File: src/rtl/variable_pkg.sv
// Shared game-flow definitions for the VGA overlay pipeline.
//   game_state_t      : session state of the result sequencer
//   DEF_BLINK_FRAMES  : default frames per overlay on/off phase
//   DEF_HOLD_FRAMES   : default frames the result screen is held (5 s at 60 Hz)
package variable_pkg;

    typedef enum logic [1:0] {
        IDLE  = 2'd0,
        PLAY  = 2'd1,
        WIN   = 2'd2,
        LOOSE = 2'd3
    } game_state_t;

    localparam int DEF_BLINK_FRAMES = 30;
    localparam int DEF_HOLD_FRAMES  = 300;

endpackage

File: src/rtl/game_result_ctrl_rise_edge.sv
// Registered rising-edge detector.
//   clk    : clock
//   rst    : asynchronous active-high reset (clears the delay register)
//   i_sig  : level input, already synchronous to clk
//   o_rise : high in the cycle where i_sig is 1 and was 0 on the previous edge
module rise_edge (
    input  logic clk,
    input  logic rst,
    input  logic i_sig,
    output logic o_rise
);

    logic r_sig_d;

    always_ff @(posedge clk or posedge rst) begin
        if (rst) begin
            r_sig_d <= 1'b0;
        end else begin
            r_sig_d <= i_sig;
        end
    end

    assign o_rise = i_sig & ~r_sig_d;

endmodule

File: src/rtl/game_result_ctrl.sv
// Game-flow sequencer for the win/loose overlay stage.
// Tracks IDLE -> PLAY -> WIN/LOOSE -> IDLE, blinks the matching overlay in
// units of video frames and pulses restart when the result screen ends.
//   clk60MHz    : system clock
//   rst         : asynchronous active-high reset
//   vsync       : frame sync; its rising edge is the frame tick
//   start       : start key level (synchronised)
//   player_hp   : player health, 0 = player dead
//   enemy_hp    : opponent health, 0 = opponent dead
//   win         : green overlay enable (blinks during WIN)
//   loose       : red overlay enable (blinks during LOOSE)
//   game_active : high only in PLAY
//   restart     : one-cycle pulse when leaving the result screen
module game_result_ctrl
    import variable_pkg::*;
#(
    parameter int HP_W         = 4,
    parameter int BLINK_FRAMES = DEF_BLINK_FRAMES,
    parameter int HOLD_FRAMES  = DEF_HOLD_FRAMES,
    parameter int CNT_W        = 9
) (
    input  logic            clk60MHz,
    input  logic            rst,
    input  logic            vsync,
    input  logic            start,
    input  logic [HP_W-1:0] player_hp,
    input  logic [HP_W-1:0] enemy_hp,
    output logic            win,
    output logic            loose,
    output logic            game_active,
    output logic            restart
);

    if (HOLD_FRAMES > (2**CNT_W) - 1 || BLINK_FRAMES < 1) begin : g_param_check
        $error("game_result_ctrl: HOLD_FRAMES must fit in CNT_W and BLINK_FRAMES must be >= 1");
    end

    logic w_frame_tick;
    logic w_start_rise;

    rise_edge u_vsync_edge (
        .clk    (clk60MHz),
        .rst    (rst),
        .i_sig  (vsync),
        .o_rise (w_frame_tick)
    );

    rise_edge u_start_edge (
        .clk    (clk60MHz),
        .rst    (rst),
        .i_sig  (start),
        .o_rise (w_start_rise)
    );

    game_state_t        r_state;
    logic [CNT_W-1:0]   r_frame_cnt;
    // Counts ticks within the current blink phase. It restarts together with
    // r_frame_cnt on result entry, so its wrap coincides with
    // (frame_cnt+1) being a multiple of BLINK_FRAMES without needing a modulo.
    logic [CNT_W-1:0]   r_blink_cnt;
    logic               r_blink_phase;
    logic               r_win;
    logic               r_loose;
    logic               r_game_active;
    logic               r_restart;

    logic [CNT_W-1:0]   w_cnt_inc;
    logic               w_blink_wrap;
    logic               w_phase_next;
    logic               w_hold_done;
    logic               w_skip;
    logic               w_exit;

    assign w_cnt_inc    = r_frame_cnt + CNT_W'(1);
    assign w_blink_wrap = (r_blink_cnt == CNT_W'(BLINK_FRAMES - 1));
    assign w_phase_next = r_blink_phase ^ (w_frame_tick & w_blink_wrap);
    assign w_hold_done  = w_frame_tick && (w_cnt_inc == CNT_W'(HOLD_FRAMES));
    // Early skip only after the first blink period, so a key still held from
    // play (or bounced right at the death) cannot skip the result screen.
    assign w_skip       = w_start_rise && (r_frame_cnt >= CNT_W'(BLINK_FRAMES));
    assign w_exit       = w_hold_done || w_skip;

    always_ff @(posedge clk60MHz or posedge rst) begin
        if (rst) begin
            r_state       <= IDLE;
            r_frame_cnt   <= '0;
            r_blink_cnt   <= '0;
            r_blink_phase <= 1'b0;
            r_win         <= 1'b0;
            r_loose       <= 1'b0;
            r_game_active <= 1'b0;
            r_restart     <= 1'b0;
        end else begin
            r_restart <= 1'b0;
            case (r_state)
                IDLE: begin
                    r_win         <= 1'b0;
                    r_loose       <= 1'b0;
                    r_game_active <= 1'b0;
                    if (w_start_rise) begin
                        r_state       <= PLAY;
                        r_game_active <= 1'b1;
                    end
                end

                PLAY: begin
                    // Player death wins the tie: a double KO counts as a loss.
                    if (player_hp == '0) begin
                        r_state       <= LOOSE;
                        r_game_active <= 1'b0;
                        r_frame_cnt   <= '0;
                        r_blink_cnt   <= '0;
                        r_blink_phase <= 1'b1;
                        r_loose       <= 1'b1;
                    end else if (enemy_hp == '0) begin
                        r_state       <= WIN;
                        r_game_active <= 1'b0;
                        r_frame_cnt   <= '0;
                        r_blink_cnt   <= '0;
                        r_blink_phase <= 1'b1;
                        r_win         <= 1'b1;
                    end else begin
                        r_game_active <= 1'b1;
                    end
                end

                WIN, LOOSE: begin
                    r_game_active <= 1'b0;
                    if (w_exit) begin
                        r_state       <= IDLE;
                        r_restart     <= 1'b1;
                        r_frame_cnt   <= '0;
                        r_blink_cnt   <= '0;
                        r_blink_phase <= 1'b0;
                        r_win         <= 1'b0;
                        r_loose       <= 1'b0;
                    end else begin
                        if (w_frame_tick) begin
                            r_frame_cnt <= w_cnt_inc;
                            r_blink_cnt <= w_blink_wrap ? '0 : r_blink_cnt + CNT_W'(1);
                        end
                        r_blink_phase <= w_phase_next;
                        r_win         <= (r_state == WIN)   ? w_phase_next : 1'b0;
                        r_loose       <= (r_state == LOOSE) ? w_phase_next : 1'b0;
                    end
                end

                default: begin
                    r_state <= IDLE;
                end
            endcase
        end
    end

    assign win         = r_win;
    assign loose       = r_loose;
    assign game_active = r_game_active;
    assign restart     = r_restart;

endmodule

File: config.mk
export PLATFORM = sky130hd
export DESIGN_NAME = game_result_ctrl
export DESIGN_NICKNAME = d
export VERILOG_FILES = /design/src/rtl/variable_pkg.sv /design/src/rtl/game_result_ctrl_rise_edge.sv /design/src/rtl/game_result_ctrl.sv
export SDC_FILE = /design/constraint.sdc
export NUM_CORES = 1
export LEC_CHECK = 0
export CAP_MARGIN = 20
export CORE_MARGIN = 8
export CORE_UTILIZATION = 55
export DETAILED_ROUTE_END_ITERATION = 16
export GPL_ROUTABILITY_DRIVEN = 0
export PLACE_DENSITY = 0.77
export SYNTH_ARGS = -nofsm -noshare
export SYNTH_HDL_FRONTEND = slang
export SYNTH_SLANG_ARGS = --single-unit
File: constraint.sdc
create_clock -name clk60MHz -period 2.5 [get_ports clk60MHz]
set_clock_uncertainty 0.1 [all_clocks]
set_input_delay 0.375 -clock clk60MHz [delete_from_list [all_inputs] [get_ports clk60MHz]]
set_output_delay 0.375 -clock clk60MHz [all_outputs]
set_load 0.01 [all_outputs]
==> summary.txt <==
Outcome
  • Status: finished clean

Synthesis
  • Async SR Flop Fraction: 100%
  • Seq/Total Area, Yosys: 38.0%
  • Synthesized area: 1780 um2
  • Flops & latches, synth: 27
  • Most common cell in the netlist: dfrtp_1
  • Distinct cells, synth: 60
  • EDFF count, synth: 0
  • Syn Nets: 215
  • Post-synth top cells: dfrtp_1, nand2_1, o21ai_0, a21oi_1
  • Top-area cell type share of the netlist area: 38.0%
  • Largest cells by area after synthesis: dfrtp_1, o21ai_0, nand2_1, ha_1, a21oi_1
  • Synth area leader: dfrtp_1
  • Avg Inst Size Synth: 8.98 um2
  • Primary FF master, synth: dfrtp_1
  • Synth warnings: 0
  • Synthesized instance count: 198

STA
  • Fin crit share: 93.3%
  • Final hold slack: 0.288 ns
  • Actual slew at the worst max-slew pin: 0.387 ns
  • Slew headroom: 74.0%
  • Setup TNS: 0 ns
  • RSZ-0062 raised after global routing: false
  • Maximum clock frequency: 429 MHz
  • Final hold viol count: 0
  • Min Clock Period, post-route: 2.33 ns
  • Final setup fails: 0
  • Fin. max-slew vios: 0

Die
  • Std-Cell Rows: 20
  • Die X-Extent: 72.9 um
  • Core area: 3050 um2
  • Starting Density: 58.2%
  • Die Y: 72.9 um
  • Die Area: 5310 um2
  • Top-Level Pins: 16

Flow run
  • Max_cap viols: 0

Drt
  • DR pass1 iterations: 4
  • Vias per inst: 6.08
  • 1st-iter DRT viols: 128
  • DR WL/cell: 15.6 um
  • Post-Route WL: 3960 um
  • DRC: 0
  • Vias after detailed routing: 1544
  • Detail Route Antenna Nets: 0

Power and ir drop
  • Power, Total: 1380 uW
  • Pleak: 0.000818 uW
  • Peak VDD IR: 0.522 mV
  • Power Dens Cells: 697 nW/um2

Finish
  • Post-Layout Inst Area: 1980 um2
  • Fillers: 259
  • Ratio of cells with drive above 1 in the final layout: 13.3%
  • Area Growth Syn to Fin: 11.4%
  • ANT cells: 0
  • Layout Nets: 228

Worst setup path
  • Setup crit end kind: register
  • Critical path class: register to register
  • Worst Path Buf+Inv: 1
  • Crit-path cells: nand3_1 > nor4_1 > o221ai_1 > o21ai_2 > buf_12 > nor3_2 > a211o_1
  • Worst setup SP type: register
  • Worst EP required: 2.63 ns
  • Crit path max-delay cell type: dfrtp_1
  • Crit Path Max Fanout: 16
  • CP Data Arrival Time: 2.47 ns
  • Crit path max-delay family: compound AO/OA/AOI/OAI gates
  • Worst stage delay on the critical path: 0.55 ns

CTS
  • Setup bufs post-CTS: 0
  • CTS resizes: 0
  • # clock sinks: 27
  • Clk slew on worst S/H paths: 0.15 ns
  • Num CTS Buffers: 3
  • Clk root buf: clkbuf_4
  • Clock Path Buffers: 2
  • Clk_lat worst skew: 0.33 ns
  • TritonCTS clock tree: yes
  • H-tree Lvls: 1
  • Hold-fix buffers at CTS: 0

Hold path
  • Hold crit path type: primary input to async pin

Global routing
  • Antenna violations before repair: 0
  • Global-route usage over all layers: 15.6%
  • GRT overflow: 0
  • First-pass GRT wire length: 6730 um
  • Vias in the first global route: 1459
  • Largest net degree at the start of global routing: 28

Placed design
  • DP Area: 1950 um2
  • Dpl hpwl: 2940 um
  • Port Buffers: 15
## worst paths after layout
path	startpoint	to	slack, ns	cells after the start
setup / recovery	r_frame_cnt[2]	r_frame_cnt[2]	0.17	7
hold / removal	rst	r_blink_phase	0.29	3
setup reg to reg	r_frame_cnt[2]	r_frame_cnt[2]	0.17	7
hold reg to reg	r_blink_cnt[4]	r_blink_cnt[4]	0.43	1
max in group asynchronous	rst	r_frame_cnt[5]	1.75	3
min in group clk60MHz	start	u_start_edge.r_sig_d	0.40	1
## per-stage QoR
stage | worst slack, ns | instances | util, %
floorplan | 0.430 | 198 | -
global placement | 0.125 | 250 | 63.9
global route | 0.0333 | 254 | 64.9
CTS | 0.114 | 254 | 64.8
detailed placement | 0.0710 | 250 | 63.9
finish | 0.166 | 254 | 64.9
## power breakdown
part | switching (uW) | total (uW) | internal (uW)
Combinational | 297 | 553 | 256
Sequential | 116 | 636 | 519
Clock | 132 | 192 | 60.1
## worst reg2reg max path: stages, from the launching register on
cell      delay (ns)
dfrtp_1         0.55
nand3_1         0.21
nor4_1          0.43
o221ai_1        0.23
o21ai_2         0.24
buf_12          0.17
nor3_2          0.05
a211o_1         0.27
## routing by layer
metal	routed length (um)	GRT usage [%]	vias to the layer above
li1	-	-	748
met1	1790	20.2	757
met2	2010	25.9	33
met3	126	2.47	6
met4	37	4.44	0
met5	0	0	-
## sequential cells by signal, summed over array words and instances, names as in the netlist
register,cells
r_blink_phase,1
r_state,2
restart,1
loose,1
r_frame_cnt,9
u_vsync_edge.r_sig_d,1
r_blink_cnt,9
u_start_edge.r_sig_d,1
win,1
game_active,1
## cell families (layout without fill, tap and decap cells)
family / Yosys count / count (layout) / share of synthesized area [%]
simple gates: 78 / 78 / 25.1
flops: 27 / 27 / 38.0
fa+ha+maj: 5 / 5 / 3.52
buf+inv: 19 / 31 / 6.75
compound gates: 67 / 67 / 25.5
mux: 1 / 1 / 0.633
xor+xnor: 1 / 1 / 0.493
## placed cells by master, fill, tap and decap left out, drive strengths merged, types with 6 or more instances in the layout
master / synthesis / final
dfrtp: 27 / 27
nand2: 23 / 23
o21ai: 22 / 22
clkdlybuf4s50: 0 / 15
a21oi: 12 / 12
nand3: 8 / 8
nor2: 8 / 8
buf: 10 / 8
nor4: 6 / 6
## layout make-up
cell class,count,area (um2),share of cell area (%)
multi-input combinational,152,985,49.7
sequential,27,676,34.1
timing repair buffer,23,223,11.2
tap,44,55.1,2.78
clock buffer,3,22.5,1.14
inverter,4,15.0,0.758
clock inverter,1,5.00,0.253
Note: power is estimated with default switching activity, not from simulation.
